**src/rtl/sme_feeder.sv**
```systemverilog
// sme_feeder: frames 02/03/0A byte records, replays string then pattern as one gapless burst; first char one cycle after the pattern's 0A.
// in_ready drops from burst start until a sme_valid rise; define SME_FEED_TIMEOUT_EN for a 1023-cycle WAIT timeout.
module sme_feeder #(
   parameter int STR_MAX = 32,
   parameter int PAT_MAX = 8
) (
   input  logic       clk,
   input  logic       reset,
   input  logic [7:0] in_data,
   input  logic       in_valid,
   output logic       in_ready,
   output logic [7:0] chardata,
   output logic       isstring,
   output logic       ispattern,
   input  logic       sme_valid,
   output logic       busy,
   output logic       err
);
   localparam int SAW = $clog2(STR_MAX);
   localparam int PAW = $clog2(PAT_MAX);
   localparam logic [5:0] STR_LIM = 6'(STR_MAX);
   localparam logic [3:0] PAT_LIM = 4'(PAT_MAX);

   typedef enum logic [2:0] {S_IDLE, S_RX_STR, S_RX_PAT, S_TX_STR, S_TX_PAT, S_WAIT} state_e;

   state_e     state_q, state_d;
   logic [5:0] s_wr_q, s_wr_d, s_len_q, s_len_d, rd_q, rd_d;
   logic [3:0] p_wr_q, p_wr_d, p_len_q, p_len_d;
   logic       str_pend_q, str_pend_d, str_ok_q, str_ok_d;
   logic       err_q, err_d, isstring_q, isstring_d, ispattern_q, ispattern_d;
   logic [7:0] chardata_q, chardata_d;
   logic       sme_valid_q;
   logic       str_we, pat_we, accept;
   logic [7:0] str_mem [STR_MAX];
   logic [7:0] pat_mem [PAT_MAX];
`ifdef SME_FEED_TIMEOUT_EN
   logic [9:0] to_cnt_q, to_cnt_d;
`endif

   assign in_ready  = (state_q == S_IDLE) || (state_q == S_RX_STR) || (state_q == S_RX_PAT);
   assign busy      = (state_q == S_TX_STR) || (state_q == S_TX_PAT) || (state_q == S_WAIT);
   assign accept    = in_valid && in_ready;
   assign chardata  = chardata_q;
   assign isstring  = isstring_q;
   assign ispattern = ispattern_q;
   assign err       = err_q;

   always_comb begin
      state_d     = state_q;
      s_wr_d      = s_wr_q;
      p_wr_d      = p_wr_q;
      s_len_d     = s_len_q;
      p_len_d     = p_len_q;
      rd_d        = rd_q;
      str_pend_d  = str_pend_q;
      str_ok_d    = str_ok_q;
      err_d       = 1'b0;
      chardata_d  = 8'h00;
      isstring_d  = 1'b0;
      ispattern_d = 1'b0;
      str_we      = 1'b0;
      pat_we      = 1'b0;
`ifdef SME_FEED_TIMEOUT_EN
      to_cnt_d    = (state_q == S_WAIT) ? to_cnt_q + 10'd1 : 10'd0;
`endif
      case (state_q)
         S_IDLE: begin
            if (accept && in_data == 8'h02) begin
               state_d = S_RX_STR;
               s_wr_d  = '0;
            end else if (accept && in_data == 8'h03) begin
               state_d = S_RX_PAT;
               p_wr_d  = '0;
            end
         end
         S_RX_STR, S_RX_PAT: begin
            if (accept) begin
               if (in_data == 8'h02) begin
                  err_d   = 1'b1;
                  state_d = S_RX_STR;
                  s_wr_d  = '0;
               end else if (in_data == 8'h03) begin
                  err_d   = 1'b1;
                  state_d = S_RX_PAT;
                  p_wr_d  = '0;
               end else if (in_data == 8'h0A) begin
                  state_d = S_IDLE;
                  if (state_q == S_RX_STR) begin
                     if (s_wr_q == '0) begin
                        err_d = 1'b1;
                     end else begin
                        s_len_d    = s_wr_q;
                        str_pend_d = 1'b1;
                        str_ok_d   = 1'b1;
                     end
                  end else if (p_wr_q == '0 || !str_ok_q) begin
                     err_d = 1'b1;
                  end else begin
                     // First character goes out on this same edge.
                     p_len_d = p_wr_q;
                     rd_d    = 6'd1;
                     if (str_pend_q) begin
                        state_d    = S_TX_STR;
                        chardata_d = str_mem[0];
                        isstring_d = 1'b1;
                     end else begin
                        state_d     = S_TX_PAT;
                        chardata_d  = pat_mem[0];
                        ispattern_d = 1'b1;
                     end
                  end
               end else if (state_q == S_RX_STR) begin
                  if (s_wr_q < STR_LIM) begin
                     str_we = 1'b1;
                     s_wr_d = s_wr_q + 6'd1;
                  end else begin
                     err_d = 1'b1;
                  end
               end else begin
                  if (p_wr_q < PAT_LIM) begin
                     pat_we = 1'b1;
                     p_wr_d = p_wr_q + 4'd1;
                  end else begin
                     err_d = 1'b1;
                  end
               end
            end
         end
         S_TX_STR: begin
            if (rd_q < s_len_q) begin
               chardata_d = str_mem[rd_q[SAW-1:0]];
               isstring_d = 1'b1;
               rd_d       = rd_q + 6'd1;
            end else begin
               chardata_d  = pat_mem[0];
               ispattern_d = 1'b1;
               rd_d        = 6'd1;
               state_d     = S_TX_PAT;
               str_pend_d  = 1'b0;
            end
         end
         S_TX_PAT: begin
            if (rd_q < {2'b00, p_len_q}) begin
               chardata_d  = pat_mem[rd_q[PAW-1:0]];
               ispattern_d = 1'b1;
               rd_d        = rd_q + 6'd1;
            end else begin
               state_d = S_WAIT;
            end
         end
         S_WAIT: begin
            // Only a fresh rise counts; a level left high from the last result is ignored.
            if (sme_valid && !sme_valid_q) begin
               state_d = S_IDLE;
            end
`ifdef SME_FEED_TIMEOUT_EN
            else if (to_cnt_q == 10'd1022) begin
               err_d   = 1'b1;
               state_d = S_IDLE;
            end
`endif
         end
         default: state_d = S_IDLE;
      endcase
   end

   always_ff @(posedge clk or posedge reset) begin
      if (reset) begin
         state_q     <= S_IDLE;
         s_wr_q      <= '0;
         p_wr_q      <= '0;
         s_len_q     <= '0;
         p_len_q     <= '0;
         rd_q        <= '0;
         str_pend_q  <= 1'b0;
         str_ok_q    <= 1'b0;
         err_q       <= 1'b0;
         chardata_q  <= 8'h00;
         isstring_q  <= 1'b0;
         ispattern_q <= 1'b0;
         sme_valid_q <= 1'b0;
`ifdef SME_FEED_TIMEOUT_EN
         to_cnt_q    <= '0;
`endif
      end else begin
         state_q     <= state_d;
         s_wr_q      <= s_wr_d;
         p_wr_q      <= p_wr_d;
         s_len_q     <= s_len_d;
         p_len_q     <= p_len_d;
         rd_q        <= rd_d;
         str_pend_q  <= str_pend_d;
         str_ok_q    <= str_ok_d;
         err_q       <= err_d;
         chardata_q  <= chardata_d;
         isstring_q  <= isstring_d;
         ispattern_q <= ispattern_d;
         sme_valid_q <= sme_valid;
`ifdef SME_FEED_TIMEOUT_EN
         to_cnt_q    <= to_cnt_d;
`endif
      end
   end

   always_ff @(posedge clk) begin
      if (str_we) str_mem[s_wr_q[SAW-1:0]] <= in_data;
      if (pat_we) pat_mem[p_wr_q[PAW-1:0]] <= in_data;
   end
endmodule

```
**config.mk**
```make
export PLATFORM = sky130hd
export DESIGN_NAME = sme_feeder
export DESIGN_NICKNAME = d
export VERILOG_FILES = /design/src/rtl/sme_feeder.sv
export SDC_FILE = /design/constraint.sdc
export NUM_CORES = 1
export LEC_CHECK = 0
export CORE_ASPECT_RATIO = 1.75
export CORE_MARGIN = 2
export CORE_UTILIZATION = 48
export CTS_CLUSTER_DIAMETER = 150
export CTS_CLUSTER_SIZE = 24
export DETAILED_ROUTE_END_ITERATION = 7
export GPL_ROUTABILITY_DRIVEN = 0
export MAX_ROUTING_LAYER = met4
export PLACE_DENSITY = 0.74
export SLEW_MARGIN = 20
export SYNTH_ARGS = -nofsm -noshare
export SYNTH_HDL_FRONTEND = slang
export SYNTH_SLANG_ARGS = --single-unit
```
**constraint.sdc**
```tcl
create_clock -name clk -period 5.7 [get_ports clk]
set_clock_uncertainty 0.1 [all_clocks]
set_input_delay 0.57 -clock clk [delete_from_list [all_inputs] [get_ports clk]]
set_output_delay 0.57 -clock clk [all_outputs]
set_load 0.03 [all_outputs]
```
* Yosys cells after proc, flatten, opt, wreduce, memory -nomap -nowiden
Memories as Yosys holds them, arrays and structs flattened. Index checks and enable logic that the tools add are counted.
Storage, ports and cells: output and inout bits 13, RAM bits 320, bits of input ports 12, register bits 43, memories 2
Memories:
- str_mem | depth 32, width 8, rd ports 2, clocked after Yosys merged registers in 0, write ports 1, RTL line 34 | logic [7:0] str_mem [STR_MAX];
- pat_mem | depth 8, width 8, rd ports 2, clocked after Yosys merged registers in 0, write ports 1, RTL line 35 | logic [7:0] pat_mem [PAT_MAX];
Cells by class: $lt $le $gt $ge 4, equality and inequality tests 32, multiplexer cells 105, add/subtract/negate cells 3, bitwise gates (word level) 5, reductions and logical operators 25
Operator list (count):
- $mux 6 | 15
- $mux 8 | 9
- $mux 1 | 53
- $mux 3 | 12
- $mux 4 | 8
- $pmux 8 s3 | 1
- $reduce_and 8->1 | 3
- $ne 2x2->1 const B | 11
- $ne 3x3->1 const B | 7
- $reduce_and 7->1 | 3
- $pmux 6 s3 | 1
- $eq 8x2->1 const B | 2
- $pmux 3 s5 | 1
- $add 6x1->6 const B | 2
- $pmux 6 s2 | 1
- $eq 8x4->1 const B | 1
- $ne 2x1->1 const B | 4
- $pmux 4 s2 | 1
- $eq 3x2->1 const B | 2
- $eq 3x3->1 const B | 2
- $logic_not 6->1 | 1
- $lt 6x4->1 | 1
- $lt 6x6->1 | 1
- $lt 6x6->1 const B | 1
- other kinds (17) | 31

* Logic depth before layout (Yosys ltp)
depth in word-level cells 10, mapped depth 10, gate-level depth less buffers 8

* Worst setup path after synthesis
OpenSTA, ideal clock, no wires.
path type input to register, start input port in_data[2], end memory pat_mem[0][0] (enable), setup slack 2525 ps, setup time 383 ps, data arrival time 2691 ps, stages 6, cells stage by stage or4_4 -> o21ai_4 -> a311oi_4 -> a21o_1 -> or3_4 -> nor3_1
Between the ends: word-level cells in the longest chain between the ends 8, elaborated cells between the ends (all ways) 10, those cells by class eq/ne (3); mux (7)
Ends and longest elaborated chain:
- from (decl) | RTL line 9 | input logic [7:0] in_data,
- $eq 8x4->1 | RTL line 86 | end else if (in_data == 8'h0A) begin
- $mux 1 | RTL line 86
- $mux 1 | RTL line 82 | end else if (in_data == 8'h03) begin
- $mux 1 * | RTL line 78 | if (in_data == 8'h02) begin
- $mux 1 * | RTL line 77 | if (accept) begin
- $mux 1 * | RTL line 66 | case (state_q)
- $mux 1 * | RTL line 207 | if (pat_we) pat_mem[p_wr_q[PAW-1:0]] <= in_data;
- $mux 1 (not written as such) * | RTL line 207
- to (decl) | RTL line 35
Every way passes the cells marked *; elsewhere a longest branch is shown, timed or not.

* Worst setup path in the final report
start input port in_data[5], end memory str_mem[18][4] (enable)
Between the ends: word-level cells in the longest chain between the ends 8, elaborated cells between the ends (all ways) 10, those cells by class eq/ne (3); mux (7)
Ends and longest elaborated chain:
- $eq 8x4->1 | RTL line 86
- $mux 1 | RTL line 86
- $mux 1 | RTL line 82
- $mux 1 * | RTL line 78
- $mux 1 * | RTL line 77
- $mux 1 * | RTL line 66
- $mux 1 * | RTL line 206 | if (str_we) str_mem[s_wr_q[SAW-1:0]] <= in_data;
- $mux 1 (not written as such) * | RTL line 206
- to (decl) | RTL line 34
Marks and branches as above.

==> impl_results.md <==
- Outcome: finished clean
- Initial antenna violation count: 0
- Via Count: 8196
- Max VDD drop: 0.326 mV
- WP data arrival: 3.84 ns
- Seq/Total Area, Yosys: 0.709
- Fill cell count: 2431
- Root buf cell: clkbuf_16
- Die area: 32900 um2
- Buffers on Ports: 24
- Die height: 238 um
- Worst slew margin: 0.301
- Post-CTS setup buffer count: 0
- Routed Antenna Nets: 0
- Wire per inst: 25.8 um
- CP Launch Type: primary input
- Antenna diodes: 0
- Grt met3 use: 0.0181
- Crit-path slowest cell: nor2_1
- Combinational share of power: 0.194
- Final Setup Violations: 0
- Largest delay share family, worst path: simple AND/OR/NAND/NOR gates
- Met1 usage in global routing: 0.261
- Max Fclk: 265 MHz
- Final nets: 959
- Total track usage: 0.224
- Pint: 0.00406 W
- Starting Density: 0.488
- CTS buffer count: 19
- Worst Setup Path Type: primary input to flip-flop
- Syn nets: 942
- Max incr delay on CP: 0.71 ns
- Hold-fix buffers, CTS: 0
- Clock Sink Count: 363
- Top FF cell, synth: edfxtp_1
- Clock transition at path regs: 0.09 ns
- Total of max-cap violations: 0
- Area Growth Syn to Fin: 8.09%
- Final number of hold-violating endpoints: 0
- CTS tree: done
- Die width: 138 um
- Gr busiest metal: met2
- Fin crit share: 0.663
- Critical path required time: 5.76 ns
- Met2 Usage GRT: 0.393
- Slew Limit Fails: 0
- Reg power frac: 0.555
- Share of cells above drive strength 1: 0.125
- Post-CTS resize count: 0
- Vias per std cell: 6.14
- DRC viols: 0
- Setup_tns: 0 ns
- Critical Path, Cell by Cell: clkdlybuf4s50_1, buf_4, or4_4, o311ai_4, o221ai_2, nor2_2, nand2_1, nor2_1
- Actual slew at the worst max-slew pin: 1.05 ns
- Ys Warns: 0
- Worst path bufs/invs: 2
- First-pass GRT wire length: 51.9 mm
- Mean post-synth cell area: 16.5 um2
- PD cells: 349 nW/um2
- DRT iter0 DRCs: 802
- RSZ-0062 raised after global routing: no
- Hold Worst Slack: 0.400 ns
- Drt total wl: 34.4 mm
- Worst min path class: flip-flop to flip-flop
- Core ar.: 30800 um2
- CP endpoint kind: flip-flop
- Post-Syn Instances: 915
- Top Ports: 25
- Row cnt: 85
- Post-DP HPWL: 23.5 mm
- Ys async rst share: 0.118
- Largest net degree at the start of global routing: 48
- Leak: 5.18 nW
- Critical path peak fanout: 24
- Post-synth EDFFs: 320
- Clock Latency Late Sink: 0.52 ns
- Post-synthesis cell type count: 65
- NetSw: 0.00162 W
- H-tree depth: 1
- Switching share of total power: 0.285
- Clk buf depth: 3
- Drt pass-1 iters: 6
- Netlist Area Pre-Place: 15100 um2
- Number of global-route vias before repair: 8223
- Gr ovfl total: 0
- Clock share of power: 0.251
- Clock period minus worst slack: 3.78 ns
- Synth Register Bits: 363
## synthesized netlist by cell type (all sizes together) (2+ instances only)
cell | n | area share
a22o | 2 | 0.0012
dfrtp | 43 | 0.071
o21ai | 24 | 0.0087
nor2 | 72 | 0.018
o31ai | 2 | 0.0010
or2 | 3 | 0.0012
nand3b | 4 | 0.0020
nor2b | 5 | 0.0021
nand2b | 11 | 0.0046
nand3 | 30 | 0.010
o211a | 2 | 0.0013
inv | 22 | 0.0055
a211oi | 3 | 0.0015
or3 | 7 | 0.0032
a41oi | 2 | 0.0012
and3 | 2 | 0.00083
nor4 | 5 | 0.0031
a311oi | 3 | 0.0029
a31oi | 2 | 0.00083
and2 | 4 | 0.0017
nor3b | 8 | 0.0043
a22oi | 21 | 0.010
nand2 | 49 | 0.012
ha | 15 | 0.012
a21oi | 26 | 0.0086
or3b | 2 | 0.0012
edfxtp | 320 | 0.64
a221oi | 16 | 0.0093
clkbuf | 29 | 0.0072
nor3 | 7 | 0.0023
buf | 17 | 0.0054
xnor2 | 5 | 0.0029
mux2i | 67 | 0.045
o31a | 2 | 0.0012
and3b | 2 | 0.0012
or4 | 3 | 0.0017
mux4 | 52 | 0.078
mux2 | 5 | 0.0037
nand4 | 3 | 0.0012
a21o | 2 | 0.0010
## power by group through the flow
stage,Sequential (W),Combinational (W),Clock [W]
4_1_cts,0.00315,0.00109,0.00146
5_1_grt,0.00317,0.00118,0.00153
2_1_floorplan,0.00313,0.000766,0
6_report,0.00315,0.00110,0.00143
3_3_place_gp,0.00320,0.00108,0
3_5_place_dp,0.00321,0.00109,0
## cell type report
type	count	area (um2)	area share
inverters	22	82.6	0.00507
clock buffers	32	524	0.0322
well taps	391	489	0.0300
repair buffers	42	355	0.0218
clock inverters	1	30.0	0.00184
multi-input cells	484	4110	0.252
flip-flops and latches	363	10700	0.657
## flip-flops by register name (all words and copies together) (netlist names)
name         cells
ispattern        1
str_mem        256
isstring         1
s_len_q          6
err              1
sme_valid_q      1
p_wr_q           4
str_pend_q       1
str_ok_q         1
state_q          3
p_len_q          4
rd_q             6
chardata         8
s_wr_q           6
pat_mem         64
## per-stage QoR
step / cells / util / setup WS (ns) / total power [W] / cell area [um2]
after global placement: 1302 / 0.510 / 1.55 / 0.00429 / 15700
final: 1335 / 0.528 / 1.92 / 0.00568 / 16300
after CTS: 1335 / 0.528 / 2.02 / 0.00570 / 16300
after floorplan: 915 / - / 2.53 / 0.00390 / 15100
after global routing: 1335 / 0.528 / 1.72 / 0.00589 / 16300
after detailed placement: 1302 / 0.510 / 1.45 / 0.00429 / 15700
## metal layers
layer | up-vias | wire length (um)
met5 | - | 0
met4 | 0 | 1780
met3 | 88 | 1800
met2 | 353 | 18800
met1 | 4150 | 12000
li1 | 3605 | -
## cell usage in the layout (no fill, tap or decap), drive strengths merged, types with 7 or more instances in the layout
master and instances:
clkbuf 32, a221oi 16, nor3b 8, nand2 49, a22oi 21, or3 7, nor3 7, o21ai 24
clkdlybuf4s50 20, nor2 72, ha 15, buf 22, a21oi 26, mux4 52, edfxtp 320, nand2b 11
mux2i 67, dfrtp 43, nand3 30, inv 22
## worst reg2reg max path, delay by kind of cell, from the launching register on
kind | cells | cell delay (ns)
simple gates | 3 | 1.17
flops | 1 | 0.72
buf+inv | 1 | 0.64
compound gates | 3 | 0.82
## final timing paths
path	from	to	slack [ns]	cells after the start
setup / recovery	in_data[5]	str_mem[18][4]$_DFFE_PP_	1.92	8
hold / removal	s_len_q[1]$_DFFE_PP0P_	s_len_q[1]$_DFFE_PP0P_	0.40	2
setup reg to reg	rd_q[0]$_DFFE_PP0P_	chardata[0]$_DFF_PP0_	2.10	7
hold reg to reg	s_len_q[1]$_DFFE_PP0P_	s_len_q[1]$_DFFE_PP0P_	0.40	2
max in group asynchronous	reset	rd_q[0]$_DFFE_PP0P_	4.33	2
min in group asynchronous	reset	rd_q[2]$_DFFE_PP0P_	0.48	2
## kinds of logic after synthesis
logic type	count (synthesis)	share of synthesized area
multiplexers	124	0.126
AO/OA/AOI/OAI	118	0.0571
AND/OR/NAND/NOR	220	0.0728
buffers and inverters	68	0.0181
adder cells (fa/ha/maj)	16	0.0131
XOR/XNOR	6	0.00349
flip-flops	363	0.709
No activity file was read; power rests on OpenSTA's default activity.
